===== src/rtl/load_store_unit_pkg.sv =====
// Shared types, exception causes and op-classification helpers for the load/store unit.
package load_store_unit_pkg;

  typedef enum logic [3:0] {
    MEM_NOP,
    MEM_LB,
    MEM_LH,
    MEM_LW,
    MEM_LBU,
    MEM_LHU,
    MEM_SB,
    MEM_SH,
    MEM_SW
  } mem_op_t;

  typedef enum logic [1:0] {
    IDLE,
    BUS,
    RESP
  } lsu_state_t;

  localparam logic [31:0] EXC_LOAD_MISALIGNED  = 32'd4;
  localparam logic [31:0] EXC_LOAD_FAULT       = 32'd5;
  localparam logic [31:0] EXC_STORE_MISALIGNED = 32'd6;
  localparam logic [31:0] EXC_STORE_FAULT      = 32'd7;

  function automatic logic is_load(input mem_op_t op);
    return (op == MEM_LB) || (op == MEM_LH) || (op == MEM_LW) ||
           (op == MEM_LBU) || (op == MEM_LHU);
  endfunction

  function automatic logic is_store(input mem_op_t op);
    return (op == MEM_SB) || (op == MEM_SH) || (op == MEM_SW);
  endfunction

endpackage


===== src/rtl/lsu_align.sv =====
// Combinational lane logic: misalignment detect, byte enables, store steering, load extract/extend.
module lsu_align
  import load_store_unit_pkg::*;
(
  input  mem_op_t     op_i,
  input  logic [1:0]  addr_lo_i,
  input  logic [31:0] wdata_i,
  input  logic [31:0] rdata_i,
  output logic        misaligned_o,
  output logic [3:0]  be_o,
  output logic [31:0] wdata_o,
  output logic [31:0] rdata_o
);

  logic [31:0] shifted;

  assign shifted = rdata_i >> {addr_lo_i, 3'b000};

  always_comb begin
    misaligned_o = 1'b0;
    be_o         = '0;
    wdata_o      = '0;
    rdata_o      = '0;
    case (op_i)
      MEM_LB, MEM_LBU, MEM_SB: be_o = 4'b0001 << addr_lo_i;
      MEM_LH, MEM_LHU, MEM_SH: begin
        misaligned_o = addr_lo_i[0];
        be_o         = 4'b0011 << {addr_lo_i[1], 1'b0};
      end
      MEM_LW, MEM_SW: begin
        misaligned_o = |addr_lo_i;
        be_o         = 4'b1111;
      end
      default: ;
    endcase
    case (op_i)
      MEM_SB:  wdata_o = {4{wdata_i[7:0]}};
      MEM_SH:  wdata_o = {2{wdata_i[15:0]}};
      MEM_SW:  wdata_o = wdata_i;
      MEM_LB:  rdata_o = {{24{shifted[7]}}, shifted[7:0]};
      MEM_LH:  rdata_o = {{16{shifted[15]}}, shifted[15:0]};
      MEM_LBU: rdata_o = {24'd0, shifted[7:0]};
      MEM_LHU: rdata_o = {16'd0, shifted[15:0]};
      MEM_LW:  rdata_o = rdata_i;
      default: ;
    endcase
  end

endmodule


===== src/rtl/load_store_unit.sv =====
// Memory-stage load/store unit: one data-bus transaction per accepted op, single outstanding.
module load_store_unit
  import load_store_unit_pkg::*;
#(
  parameter int unsigned TIMEOUT_CYCLES = 255,
  parameter int unsigned ADDR_W         = 32
) (
  input  logic              clk_i,
  input  logic              rst_ni,
  input  logic              req_valid_i,
  output logic              ready_o,
  input  mem_op_t           mem_op_i,
  input  logic [ADDR_W-1:0] addr_i,
  input  logic [31:0]       wdata_i,
  output logic              done_o,
  output logic [31:0]       rdata_o,
  output logic              exc_o,
  output logic [31:0]       exc_cause_o,
  output logic              bus_req_o,
  output logic              bus_we_o,
  output logic [ADDR_W-1:0] bus_addr_o,
  output logic [3:0]        bus_be_o,
  output logic [31:0]       bus_wdata_o,
  input  logic              bus_ack_i,
  input  logic [31:0]       bus_rdata_i,
  input  logic              bus_err_i
);

  lsu_state_t        state_q, state_d;
  mem_op_t           op_q;
  logic [1:0]        addr_lo_q;
  logic [31:0]       wait_q;
  logic              bus_req_q, bus_we_q, exc_q;
  logic [ADDR_W-1:0] bus_addr_q;
  logic [3:0]        bus_be_q;
  logic [31:0]       bus_wdata_q, rdata_q, cause_q;

  mem_op_t     al_op;
  logic [1:0]  al_lo;
  logic        al_mis;
  logic [3:0]  al_be;
  logic [31:0] al_wdata, al_rdata;
  logic        accept, timeout_hit;
  logic [31:0] fault_cause;

  // One aligner serves both phases: live inputs while IDLE (accept decode),
  // the registered op/offset afterwards (load extraction on the ack cycle).
  assign al_op = (state_q == IDLE) ? mem_op_i : op_q;
  assign al_lo = (state_q == IDLE) ? addr_i[1:0] : addr_lo_q;

  lsu_align u_align (
    .op_i        (al_op),
    .addr_lo_i   (al_lo),
    .wdata_i     (wdata_i),
    .rdata_i     (bus_rdata_i),
    .misaligned_o(al_mis),
    .be_o        (al_be),
    .wdata_o     (al_wdata),
    .rdata_o     (al_rdata)
  );

  assign accept      = req_valid_i && (state_q == IDLE);
  assign timeout_hit = (TIMEOUT_CYCLES != 0) && (wait_q == TIMEOUT_CYCLES - 1);
  assign fault_cause = is_load(op_q) ? EXC_LOAD_FAULT : EXC_STORE_FAULT;

  always_ff @(posedge clk_i or negedge rst_ni) begin
    if (!rst_ni) state_q <= IDLE;
    else         state_q <= state_d;
  end

  // BUS has a trailing cycle with the request already dropped before RESP.
  always_comb begin
    state_d = state_q;
    case (state_q)
      IDLE: if (accept) state_d = ((mem_op_i == MEM_NOP) || al_mis) ? RESP : BUS;
      BUS:  if (!bus_req_q) state_d = RESP;
      RESP: state_d = IDLE;
      default: state_d = IDLE;
    endcase
  end

  always_ff @(posedge clk_i or negedge rst_ni) begin
    if (!rst_ni) begin
      op_q        <= MEM_NOP;
      addr_lo_q   <= '0;
      wait_q      <= '0;
      bus_req_q   <= 1'b0;
      bus_we_q    <= 1'b0;
      bus_addr_q  <= '0;
      bus_be_q    <= '0;
      bus_wdata_q <= '0;
      rdata_q     <= '0;
      exc_q       <= 1'b0;
      cause_q     <= '0;
    end else begin
      case (state_q)
        IDLE: if (accept) begin
          op_q      <= mem_op_i;
          addr_lo_q <= addr_i[1:0];
          wait_q    <= '0;
          rdata_q   <= '0;
          exc_q     <= 1'b0;
          cause_q   <= '0;
          if (mem_op_i == MEM_NOP) begin
          end else if (al_mis) begin
            exc_q   <= 1'b1;
            cause_q <= is_load(mem_op_i) ? EXC_LOAD_MISALIGNED : EXC_STORE_MISALIGNED;
          end else begin
            bus_req_q   <= 1'b1;
            bus_we_q    <= is_store(mem_op_i);
            bus_addr_q  <= {addr_i[ADDR_W-1:2], 2'b00};
            bus_be_q    <= al_be;
            bus_wdata_q <= al_wdata;
          end
        end
        BUS: if (bus_req_q) begin
          if (bus_ack_i) begin
            bus_req_q <= 1'b0;
            bus_we_q  <= 1'b0;
            if (bus_err_i) begin
              exc_q   <= 1'b1;
              cause_q <= fault_cause;
            end else begin
              rdata_q <= al_rdata;
            end
          end else if (timeout_hit) begin
            bus_req_q <= 1'b0;
            bus_we_q  <= 1'b0;
            exc_q     <= 1'b1;
            cause_q   <= fault_cause;
          end else begin
            wait_q <= wait_q + 32'd1;
          end
        end
        default: ;
      endcase
    end
  end

  assign ready_o     = (state_q == IDLE);
  assign done_o      = (state_q == RESP);
  assign rdata_o     = rdata_q;
  assign exc_o       = exc_q;
  assign exc_cause_o = cause_q;
  assign bus_req_o   = bus_req_q;
  assign bus_we_o    = bus_we_q;
  assign bus_addr_o  = bus_addr_q;
  assign bus_be_o    = bus_be_q;
  assign bus_wdata_o = bus_wdata_q;

endmodule


===== config.mk =====
export PLATFORM = sky130hd
export DESIGN_NAME = load_store_unit
export DESIGN_NICKNAME = d
export VERILOG_FILES = /design/src/rtl/load_store_unit_pkg.sv /design/src/rtl/lsu_align.sv /design/src/rtl/load_store_unit.sv
export SDC_FILE = /design/constraint.sdc
export NUM_CORES = 1
export LEC_CHECK = 0
export ABC_AREA = 1
export BUFFER_PORTS_ARGS = -buffer_cell sky130_fd_sc_hd__buf_2
export CAP_MARGIN = 25
export CORE_MARGIN = 5
export CORE_UTILIZATION = 49
export CTS_BUF_LIST = sky130_fd_sc_hd__clkbuf_8
export CTS_CLUSTER_DIAMETER = 100
export DETAILED_ROUTE_END_ITERATION = 10
export PLACE_DENSITY = 0.8
export SYNTH_ARGS = -nofsm -noshare
export SYNTH_HDL_FRONTEND = slang
export SYNTH_SLANG_ARGS = --single-unit
export TNS_END_PERCENT = 1

===== constraint.sdc =====
create_clock -name clk_i -period 2.1 [get_ports clk_i]
set_clock_uncertainty 0.2 [all_clocks]
set_input_delay 0.42 -clock clk_i [delete_from_list [all_inputs] [get_ports clk_i]]
set_output_delay 0.42 -clock clk_i [all_outputs]
set_load 0.02 [all_outputs]

==> flow_summary.toml <==
[outcome]
outcome = "finished with violations"
violations = "negative setup slack"

[sta]
finalSetupTns_ps = -17900
rsz0062_at_grt = "true"
hold_viol = 0
max_freq_mhz = 418
maxSlewViolCount = 0
finalSetupViolCount = 101
period_needed_ps = 2390
period_share_pct = 114
setup_slack_ps = -291
worst_slew_pin_slew_ps = 529
whs_ps = 15.1
relSlewSlack_pct = 64.4

[critical_path]
ff2ff_path_depth = 16
cp-end-kind = "flop"
required_ps = 2290
startpoint_type = "flop"
worstPathMaxFanout = 7
reg2reg_slack_ps = -290
arrival_ps = 2580
criticalPathCategory = "reg -> reg"
r2r_end = "bus_wdata_o[25]"
reg2reg_from = "state_q[1]"

[yosys]
synth_cell_types = 46
syn-mean-instance-area_sq_um = 7.17
synth-async-reset-ratio_pct = 100
synth_area_leaders = "dfrtp_1 44%, nand2_1 23%, inv_1 4.1%, nand3_1 3.5%, buf_4 3.4%"
netlist.area_leader.share_pct = 44.5
synthFlopType = "dfrtp_1"
synth_top_cell_by_area = "dfrtp_1"
yosysWarnings = 0
netlist_area_sq_um = 8050
ys_seq_area_share_pct = 44.5
ys_seq_elements = 143
synthCells = 1122
synth_edf_count = 0

[clock_network]
cts_sinks = 143
cts_inserted_buffers = 17
htreeDepth = 4
cts_max_path_buffers = 2
root_buffer = "clkbuf_8"
worst_skew_pair.late_latency_ps = 460
cts_tree = "done"
clk_pin_slew_ps = 90

[finish]
area_delta_synth_final_pct = 45.1
final_util_pct = 73.0
mostFrequentLayoutCell = "nand2_1"
stdcell_count = 1719
nets = 1596
drive_gt1_share_pct = 34.2
final_cell_mix = "444 x nand2_1, 208 x buf_2, 141 x dfrtp_1, 112 x buf_4, 85 x inv_1"

[power_and_ir_drop]
seqPwrFrac_pct = 25.3
peakVddDrop_uv = 805
p_per_area_nw_per_um2 = 1420
finalPower_mw = 16.6
p_clk_share_pct = 14.1
leakagePower_nw = 6.40
power.internal_mw = 8.87
switching_share_pct = 46.4
power.switching_mw = 7.69
p_comb_share_pct = 60.7

[placed_design]
dp_hpwl_microns = 18800
placed_cells = 1619
place.gp.congestion = 0.963
place.port_buffers = 210

[global_route]
grt-ovfl-total = 0
antenna_found_initial = 3
grt_max_degree = 41
grt_usage_pct = 28.7
grt_pass1_vias = 8903
grt_first_pass_wirelength_microns = 45300

[min_path]
min_delay_worst_endpoint = "bus_wdata_o[7]"
worstHoldStart = "wdata_i[7]"
hold_path_depth = 3
hold_path_class = "in -> reg"

[floorplanning]
rows = 46
die_x_microns = 138
ioPinCount = 242
initial_utilization_pct = 50.3
dieArea_sq_um = 19100
fp.dieH_microns = 138
core_area_sq_um = 16000

[detailed_routing]
viasPerCell = 5.24
first_iter_violations = 703
antenna_left = 0
drc = 0
drt-total-wl_microns = 28400
drt_pass1_iterations = 5
via_count = 9016
wl_per_cell_microns = 16.5

[flow_run]
maxCapViolCount = 0
metal layers:
layer | vias to the layer above | wire [microns] | part of all wire (%) | global-route usage (%)
met4 | 2 | 1170 | 4.1 | 10.8
met1 | 4179 | 10800 | 38 | 34.7
met2 | 476 | 14300 | 51 | 50.5
met3 | 111 | 2010 | 7.1 | 6.10
met5 | - | 20 | 0.071 | 0
li1 | 4248 | - | - | -
power groups by stage:
stage | sequential, mW | clock [mW] | combinational [mW]
CTS | 4.10 | 2.34 | 9.36
global placement | 4.09 | 0 | 7.61
global route | 4.28 | 2.48 | 10.8
finish | 4.18 | 2.33 | 10.0
detailed placement | 4.11 | 0 | 7.75
floorplan | 4.98 | 0 | 3.77
through the flow:
stage / setup slack [ps] / area [sq um]
detailed placement: -240 / 10000
floorplan: -48.0 / 8160
CTS: -136 / 11400
global route: -377 / 11700
finish: -291 / 11700
global placement: -110 / 10000
worst max-delay path, cell delays in order, from the launching register on:
cell     delay, ps
dfrtp_2        460
inv_2           90
nand2_4         90
nand2_4         80
nand2_4         80
nor2_4         200
nand2_2        100
buf_4          140
buf_4          110
buf_4          130
buf_4          140
inv_4           70
buf_6          100
nand2_2         60
nand2_1         80
a21oi_1         50
o21ai_1        130
registers in the layout, indices dropped and copies added, names as in the netlist:
signal	flops
rdata_o	32
op_q	4
bus_req_o	1
bus_wdata_o	32
exc_cause_o	3
bus_addr_o	30
wait_q	32
addr_lo_q	2
bus_we_o	1
bus_be_o	4
state_q	2
cell usage after synthesis, types with 2 or more instances:
cell / number
xor2_1: 12
inv_1: 88
or2_2: 4
inv_2: 4
nand2b_1: 2
dfrtp_1: 143
buf_2: 16
nor2_1: 61
o21ai_1: 5
nand3_1: 57
clkbuf_1: 16
nor3b_1: 2
a22oi_1: 4
o31ai_1: 22
nand2_2: 6
nand3_2: 2
nor2_2: 4
o22ai_1: 8
nand4_1: 16
xnor2_1: 8
nor4_1: 3
mux2_2: 2
buf_4: 36
nor3_1: 20
a32o_1: 2
nand2_1: 494
o2111ai_1: 3
ha_1: 2
o21ai_0: 51
o2bb2ai_1: 5
a21oi_1: 9
final cells by class:
type | count | area, sq um
clock inverters | 12 | 149
fillers | 1202 | 4330
clock buffers | 19 | 262
flip-flops and latches | 143 | 3580
inverters | 94 | 372
well taps | 216 | 270
multi-input cells | 845 | 4190
repair buffers | 388 | 2840
diodes | 2 | 5.00
cell families after synthesis:
| logic type | count (synthesis) | share of synthesized area [%] |
|---|---|---|
| buffers and inverters | 164 | 9.70 |
| AND/OR/NAND/NOR | 676 | 34.3 |
| adder cells (fa/ha/maj) | 2 | 0.311 |
| other | 1 | 0.0466 |
| AO/OA/AOI/OAI | 114 | 8.68 |
| multiplexers | 2 | 0.280 |
| flip-flops | 143 | 44.5 |
| XOR/XNOR | 20 | 2.18 |
worst max path at each step:
| stage | startpoint | slack [ps] | end |
|---|---|---|---|
| after floorplan | state_q[0] | -50 | bus_wdata_o[12] |
| after global placement | state_q[0] | -110 | bus_wdata_o[29] |
| after detailed placement | state_q[1] | -240 | bus_addr_o[10] |
| after CTS | state_q[1] | -140 | bus_addr_o[10] |
| after global routing | state_q[1] | -380 | bus_wdata_o[25] |
| final | state_q[1] | -290 | bus_wdata_o[25] |
what timing repair did:
action | in CTS | in global routing
cloned | 9 | 0
endpoints found under the setup margin | 103 | 138
hold endpoints to repair | 65 | 0
resized for setup | 97 | 75
pin swaps | 37 | 19
setup buffers | 25 | 2
hold buffers | 31 | 0
(Power assumes the default switching activity.)
